$ cat src/rtl/brush_stamp_engine.sv
// Stamp engine: turns one dot / square-brush / spray request into a stream of clipped
// canvas pixels, one candidate per cycle, with valid/ready backpressure on the pixel side.
module brush_stamp_engine #(
  parameter int          COORD_W   = 8,
  parameter int          RAD_W     = 2,
  parameter int          SPRAY_N   = 4,
  parameter logic [15:0] LFSR_SEED = 16'hACE1
) (
  input  logic               clk,
  input  logic               rst_n,
  input  logic               req_valid,
  output logic               req_ready,
  input  logic [1:0]         mode,
  input  logic [COORD_W-1:0] req_x,
  input  logic [COORD_W-1:0] req_y,
  input  logic [RAD_W-1:0]   radius,
  output logic               pix_valid,
  input  logic               pix_ready,
  output logic [COORD_W-1:0] pix_x,
  output logic [COORD_W-1:0] pix_y,
  output logic               busy
);

  localparam int CW = COORD_W + 2;
  localparam logic [CW-1:0]  EIGHT    = {{(CW-4){1'b0}}, 4'd8};
  localparam logic [RAD_W:0] ONE_R    = {{RAD_W{1'b0}}, 1'b1};
  localparam logic [7:0]     LAST_CNT = 8'(SPRAY_N - 1);

  typedef enum logic [1:0] {IDLE = 2'd0, STAMP = 2'd1, SPRAY = 2'd2} state_t;

  state_t             state_r, state_s;
  logic [COORD_W-1:0] cx_r, cy_r;
  logic [RAD_W-1:0]   rad_r;
  logic [RAD_W:0]     dx_r, dy_r;
  logic [7:0]         cnt_r;
  logic [15:0]        lfsr_r;

  logic [RAD_W:0]     rad_s;
  logic [RAD_W-1:0]   acc_rad_s;
  logic [RAD_W:0]     acc_neg_s;
  logic [CW-1:0]      off_x_s, off_y_s, cand_x_s, cand_y_s;
  logic               clip_s, step_s, last_s;

  function automatic logic [15:0] lfsr_next(input logic [15:0] l);
    lfsr_next = {1'b0, l[15:1]} ^ (l[0] ? 16'hB400 : 16'h0000);
  endfunction

  // candidate generation, clipping and step/last decode
  always_comb begin
    rad_s     = {1'b0, rad_r};
    acc_rad_s = (mode == 2'd1) ? radius : {RAD_W{1'b0}};
    acc_neg_s = ~{1'b0, acc_rad_s} + ONE_R;
    if (state_r == SPRAY) begin
      off_x_s = {{(CW-4){1'b0}}, lfsr_r[3:0]} - EIGHT;
      off_y_s = {{(CW-4){1'b0}}, lfsr_r[7:4]} - EIGHT;
    end else begin
      off_x_s = {{(CW-RAD_W-1){dx_r[RAD_W]}}, dx_r};
      off_y_s = {{(CW-RAD_W-1){dy_r[RAD_W]}}, dy_r};
    end
    cand_x_s = {2'b00, cx_r} + off_x_s;
    cand_y_s = {2'b00, cy_r} + off_y_s;
    // sign bit flags <0, the next bit flags >2^COORD_W-1
    clip_s   = cand_x_s[CW-1] | cand_x_s[COORD_W] | cand_y_s[CW-1] | cand_y_s[COORD_W];
    step_s   = (state_r != IDLE) && (clip_s || pix_ready);
    case (state_r)
      STAMP:   last_s = (dx_r == rad_s) && (dy_r == rad_s);
      SPRAY:   last_s = (cnt_r == LAST_CNT);
      default: last_s = 1'b0;
    endcase
  end

  // next-state and output decode
  always_comb begin
    state_s   = state_r;
    req_ready = (state_r == IDLE);
    busy      = (state_r != IDLE);
    pix_valid = (state_r != IDLE) && !clip_s;
    pix_x     = pix_valid ? cand_x_s[COORD_W-1:0] : {COORD_W{1'b0}};
    pix_y     = pix_valid ? cand_y_s[COORD_W-1:0] : {COORD_W{1'b0}};
    case (state_r)
      IDLE: begin
        if (req_valid) begin
          state_s = (mode == 2'd2) ? SPRAY : STAMP;
        end else begin
          state_s = IDLE;
        end
      end
      STAMP, SPRAY: begin
        if (step_s && last_s) begin
          state_s = IDLE;
        end else begin
          state_s = state_r;
        end
      end
      default: state_s = IDLE;
    endcase
  end

  // request latch, raster/spray counters and LFSR
  always_ff @(posedge clk or negedge rst_n) begin
    if (!rst_n) begin
      state_r <= IDLE;
      cx_r    <= {COORD_W{1'b0}};
      cy_r    <= {COORD_W{1'b0}};
      rad_r   <= {RAD_W{1'b0}};
      dx_r    <= {(RAD_W+1){1'b0}};
      dy_r    <= {(RAD_W+1){1'b0}};
      cnt_r   <= 8'd0;
      lfsr_r  <= LFSR_SEED;
    end else begin
      state_r <= state_s;
      if (state_r == IDLE) begin
        if (req_valid) begin
          cx_r  <= req_x;
          cy_r  <= req_y;
          rad_r <= acc_rad_s;
          dx_r  <= acc_neg_s;
          dy_r  <= acc_neg_s;
          cnt_r <= 8'd0;
        end
      end else if (step_s && !last_s && state_r == STAMP) begin
        if (dx_r == rad_s) begin
          dx_r <= ~rad_s + ONE_R;
          dy_r <= dy_r + ONE_R;
        end else begin
          dx_r <= dx_r + ONE_R;
        end
      end else if (step_s && state_r == SPRAY) begin
        cnt_r  <= cnt_r + 8'd1;
        lfsr_r <= lfsr_next(lfsr_r);
      end
    end
  end

endmodule

$ cat config.mk
export PLATFORM = sky130hd
export DESIGN_NAME = brush_stamp_engine
export DESIGN_NICKNAME = d
export VERILOG_FILES = /design/src/rtl/brush_stamp_engine.sv
export SDC_FILE = /design/constraint.sdc
export NUM_CORES = 1
export LEC_CHECK = 0
export BUFFER_PORTS_ARGS = -buffer_cell sky130_fd_sc_hd__buf_2
export CAP_MARGIN = 20
export CORE_ASPECT_RATIO = 0.8
export CORE_MARGIN = 2
export CORE_UTILIZATION = 55
export DETAILED_ROUTE_END_ITERATION = 8
export GPL_ROUTABILITY_DRIVEN = 0
export HOLD_SLACK_MARGIN = 0.03
export PLACE_DENSITY = 0.73
export SLEW_MARGIN = 30
export SYNTH_ARGS = -nofsm -noshare
export SYNTH_HDL_FRONTEND = slang
export SYNTH_SLANG_ARGS = --single-unit
$ cat constraint.sdc
create_clock -name clk -period 5.7 [get_ports clk]
set_input_delay 0.57 -clock clk [delete_from_list [all_inputs] [get_ports clk]]
set_output_delay 0.57 -clock clk [all_outputs]
set_load 0.03 [all_outputs]
## After elaboration in Yosys (flattened, before gate mapping)

Index checks and enable logic that the tools add are counted.

| word-level totals | value |
|---|---|
| register bits after elaboration | 50 |
| bits in latches | 0 |
| bits in writable memories | 0 |
| memory bits (read-only) | 0 |
| input port bits | 24 |
| logic and storage cells | 78 |
| memories kept | 0 |

| operators by class | value |
|---|---|
| add/subtract/negate cells | 9 |
| multiply operators | 0 |
| divide/modulo/power cells | 0 |
| $lt $le $gt $ge | 0 |
| equality and inequality tests | 10 |
| shift-type cells | 0 |
| multiplexer cells | 22 |
| bitwise logic cells | 8 |
| reduce and logical (&&, ||, !) cells | 21 |

Operators by type and width:

| cell | number |
|---|---|
| $mux 8 | 6 |
| $mux 3 | 7 |
| $add 8x10->10 | 2 |
| $mux 10 | 2 |
| $mux 16 | 1 |
| $xor 15x16->16 | 1 |
| $add 3x1->3 const B | 4 |
| $sub 4x4->5 const B | 2 |
| $reduce_and 3->1 | 3 |
| $add 8x1->8 const B | 1 |
| $eq 8x2->1 const B | 1 |
| $mux 2 | 4 |
| $reduce_bool 2->1 | 4 |
| $logic_and 1x1->1 | 7 |
| $eq 3x2->1 | 2 |
| $ne 2x2->1 const B | 3 |
| $not 2->3 | 2 |
| $eq 2x1->1 const B | 2 |
| $eq 2x2->1 const B | 2 |
| $pmux 2 s2 | 1 |
| $reduce_and 2->1 | 2 |
| $or 1x1->1 | 3 |
| $logic_not 1->1 | 2 |
| $logic_not 2->1 | 1 |
| other kinds (4) | 5 |

## Depth between registers and ports, before layout

| logic depth | value |
|---|---|
| depth in word-level cells | 12 |
| gate-level depth with buffers | 15 |
| mapped depth without buffers | 12 |

## Worst setup path before layout

OpenSTA, ideal clock, no wires.

| timing | value |
|---|---|
| path type | register -> output |
| start point | register state_r[0] |
| end point | output port pix_x[4] |
| data arrival time | 3.791 ns |
| required time | 5.130 ns |
| path slack | 1.339 ns |
| stages on the path, launching flop included | 14 |
| cells stage by stage | dfrtp_1 inv_1 ha_1 buf_2 mux2_2 ha_1 fa_1 a211oi_1 nor2_1 a221oi_2 mux2i_1 or3_2 buf_6 nor3_1 |

| on the way | value |
|---|---|
| longest elaborated chain between the ends | 9 |

RTL lines:

| what | RTL line | source |
|---|---|---|
| start, declared | 31 | `state_t state_r, state_s;` |
| start signal, assigned | 111 | `state_r <= state_s;` |
| $eq 2x2->1 | 53 | `if (state_r == SPRAY) begin` |
| $mux 10 | 53 |  |
| $add 8x10->10 | 60 | `cand_x_s = {2'b00, cx_r} + off_x_s;` |
| $or 1x1->1 (3 in a row) | 63 | `clip_s = cand_x_s[CW-1] \| cand_x_s[COORD_W] \| cand_y_s[CW-1] \| cand_y_s[COORD_W];` |
| $logic_not 1->1 | 77 | `pix_valid = (state_r != IDLE) && !clip_s;` |
| $logic_and 1x1->1 | 77 |  |
| $mux 8 (*) | 78 | `pix_x = pix_valid ? cand_x_s[COORD_W-1:0] : {COORD_W{1'b0}};` |
| end, declared | 19 | `output logic [COORD_W-1:0] pix_x,` |

Every way passes the cells marked *; elsewhere a longest branch is shown, timed or not.

## Worst setup path in the final report

| timing | value |
|---|---|
| start point | register state_r[0] |
| end point | output port pix_x[1] |

Same word-level chain as after synthesis.

==> reports/metrics.yaml <==
outcome:
  outcome: "completed"
yosys:
  yosys.area_share.adder_pct: 10.6
  netlist.top_cell.by_area: "dfrtp_1"
  yosysSeqAreaShare_pct: 36.7
  mappedNetlistArea_sq_um: 3440
  synthesized_area_fraction_occupied_by_ao_oa_aoi_and_oai_cells_pct: 15.7
  synth_top_family_by_area: "compound AO/OA/AOI/OAI gates"
  yosysUniqueCellTypes: 55
  proportion_of_netlist_area_held_by_the_largest_area_contributor_pct: 30.6
  synth_simple_gate_area_share_pct: 13.4
  gate_count_of_the_mapped_netlist: 327
  mappedNetlistNets: 379
  ys.warnings.count: 0
  syn_avg_cell_area_sq_um: 10.5
  synthXorXnorAreaFrac_pct: 4.33
  synthTopCellsByArea: "dfrtp_1, mux2_2, ha_1"
  postSynthRegisterBits: 50
  synth_mux_area_share_pct: 15.2
worst_setup_path:
  timing.rr.start: "state_r[0]$_DFFE_PN0P_"
  timing_worst_setup_path_type: "register to output port"
  cell_with_the_largest_stage_delay_on_the_worst_path: "or3_2"
  reg_to_reg_endpoint: "lfsr_r[1]$_DFFE_PN0P_"
  critical_path.max_stage_delay_ns: 0.65
  crit_chain: "inv_1 > ha_1 > mux2_2 > ha_1 > fa_1 > a211oi_1 > nor2_1 > a221oi_2 > mux2i_1 > or3_2 > inv_1 > and2_1 > buf_2"
  rrSetupSlack_ns: 1.30
  worstSetupStartpointType: "register"
  critPathArrivalTime_ns: 4.28
  critical_path_fanout_max: 13
  worstPathRequired_ns: 5.13
  ff2ff_path_depth: 12
  setup.worst_path.end_class: "output port"
global_routing:
  antenna_found_initial: 0
  grtUsageMet1_pct: 29.9
  grt.overflow.total: 0
  grt_pass1_vias: 2572
  gr_util_met3_pct: 4.00
  track_usage_pct: 22.2
  maximum_number_of_pins_on_one_net_before_global_route_repair: 51
  grt_util_met2_pct: 37.8
  wire_length_of_the_first_global_routing_pass_um: 12100
  globalRoute.busiestLayer: "met2"
timing:
  layout_worst_path_cycle_share_pct: 85.1
  worst_slew_margin_rel_pct: 41.2
  timing.clock.skew_ns: 0.0120
  tightestPinTransition_ns: 0.882
  post-route-min-period_ns: 4.85
  rsz_0062_raised_after_global_routing: "false"
  setup-violations-final: 0
  timing.hold.ws_ns: 0.335
  finalSetupTns_ns: 0
  timing.final.ws_setup_ns: 0.848
  timing_hold_violations_final: 0
  clock.fmax_mhz: 206
  final-max-slew-violation-count: 0
die:
  core_sq_um: 5970
  rows: 25
  design.die.area_sq_um: 6900
  ioPinCount: 43
  die_x_um: 92.4
  start_util_pct: 57.5
  die_height_um: 74.7
power_and_ir_drop:
  peak_supply_drop_v: 0.000352
  power_density_nw_per_um2: 549
  power.leakage_uw: 0.00175
detailed_routing:
  drc: 0
  drt_first_iter_violations: 101
  drt-wirelength-per-cell_um: 15.6
  detailedRoute.firstPassIterationCount: 4
  detail-route-antenna-nets: 0
  via_count: 2567
  detail_route.vias_per_cell: 5.74
  finalWirelength_um: 6990
clocking:
  cts_post_setup_buffers_inserted: 0
  number_of_resized_instances_in_the_post_cts_repair_step: 0
  clkLatencyLatePin_ns: 0.32
  post_cts_hold_buffer_count: 0
  cts-root-buf: "clkbuf_8"
  cts_max_level: 2
  cts_tree: "yes"
  cts-buffers-inserted: 5
  maximum_root_to_sink_buffer_count: 2
  cts.clk_slew.worst_paths_ns: 0.11
  cts.sink_count: 50
final_layout:
  layout.cell_area.non_filler_sq_um: 3770
  finalNetCount: 417
  drive_above_1_share_pct: 31.4
  area_growth_syn_to_layout_pct: 9.61
  num_antenna_cells: 0
  stdcell_count: 447
  fillers: 515
hold_path:
  min-delay-path-class: "input pin to asynchronous set/reset pin"
placement:
  place_ws_ns: 1.22
  placedCellCount: 439
  detailed_place_hpwl_um: 5230
  placement.io_buffers: 42
  place_area_sq_um: 3670
run:
  timing.max_cap.violations: 0
## logic make-up after synthesis
group,after synthesis
and+or+nand+nor,92
muxes,44
AOI/OAI and AO/OA,71
adders and majority gates,28
buffers and inverters,25
DFF,50
xor gates and xnor gates,17
## state kept, by name, indices dropped and copies added, names as in the netlist
register / count
rad_r: 2
dx_r: 3
lfsr_r: 16
state_r: 2
cy_r: 8
cx_r: 8
cnt_r: 8
dy_r: 3
## Yosys cell counts (all sizes together)
| master | count |
|---|---|
| buf | 8 |
| nor3 | 9 |
| and2b | 1 |
| dfrtp | 42 |
| mux2 | 39 |
| o311ai | 2 |
| ha | 26 |
| a21oi | 14 |
| o32ai | 1 |
| nand2b | 1 |
| o21a | 4 |
| nor2b | 2 |
| o31a | 2 |
| nand2 | 21 |
| or3 | 1 |
| a221oi | 2 |
| o31ai | 5 |
| xnor2 | 11 |
| nand3 | 10 |
| and2 | 8 |
| or4 | 2 |
| and3 | 2 |
| nand3b | 2 |
| fa | 2 |
| o41ai | 3 |
| o211ai | 3 |
| a211oi | 8 |
| clkbuf | 5 |
| o32a | 3 |
| o21ai | 13 |
| a21o | 10 |
| nor4bb | 1 |
| and4 | 1 |
| a311oi | 1 |
| xor2 | 6 |
| nor2 | 26 |
| nand4 | 1 |
| dfstp | 8 |
| mux2i | 5 |
| inv | 12 |
| nor4 | 4 |
## worst max path at each step
stage          cells after the start                   start  slack (ns)        to
2_1_floorplan                     13  state_r[0]$_DFFE_PN0P_        1.34  pix_x[4]
3_3_place_gp                      13  state_r[0]$_DFFE_PN0P_        1.32  pix_x[1]
3_5_place_dp                      13  state_r[0]$_DFFE_PN0P_        1.22  pix_x[1]
4_1_cts                           13  state_r[0]$_DFFE_PN0P_        0.84  pix_x[1]
5_1_grt                           13  state_r[0]$_DFFE_PN0P_        0.58  pix_x[1]
6_report                          13  state_r[0]$_DFFE_PN0P_        0.85  pix_x[1]
## worst max-delay path, delay by kind of cell (launching register included)
family          cells  cell delay, ns
flops               1            0.40
mux                 2            0.60
compound gates      2            0.48
simple gates        3            0.93
fa+ha+maj           3            1.02
buf+inv             3            0.53
## power breakdown
group          internal, uW  total [uW]  leakage (uW)  switching (uW)
clock                  92.2         231     0.0000506             139
sequential              437         512      0.000623            75.3
combinational           561        1320       0.00107             763
## per-stage QoR
| stage | utilization, % | total power [uW] |
|---|---|---|
| 2_1_floorplan | - | 1610 |
| 3_3_place_gp | 61.4 | 1800 |
| 3_5_place_dp | 61.4 | 1840 |
| 4_1_cts | 63.1 | 2080 |
| 5_1_grt | 63.1 | 2250 |
| 6_report | 63.1 | 2070 |
## cell usage in the layout, fill, tap and decap left out, types with 10 or more instances in the layout
cell / n
nor2_1: 25
a21oi_1: 14
inv_1: 12
dfrtp_1: 42
mux2_2: 30
xnor2_1: 11
buf_2: 42
o21ai_0: 12
ha_1: 26
nand2_1: 20
nand3_1: 10
## area by class of cell
type / count / area, sq um / area share, %
clock buffer: 5 / 68.8 / 1.83
clock inverter: 3 / 28.8 / 0.764
timing repair buffer: 44 / 225 / 5.98
multi-input combinational: 252 / 2040 / 54.1
sequential: 50 / 1260 / 33.5
tap: 81 / 101 / 2.69
inverter: 12 / 45.0 / 1.20
## layer usage
metal  wire length, um  up-vias
met5                 0        -
met4                83        0
met3               218       10
met2              3390       51
met1              3300     1237
li1                  -     1269
Note: power is estimated with default switching activity, not from simulation.
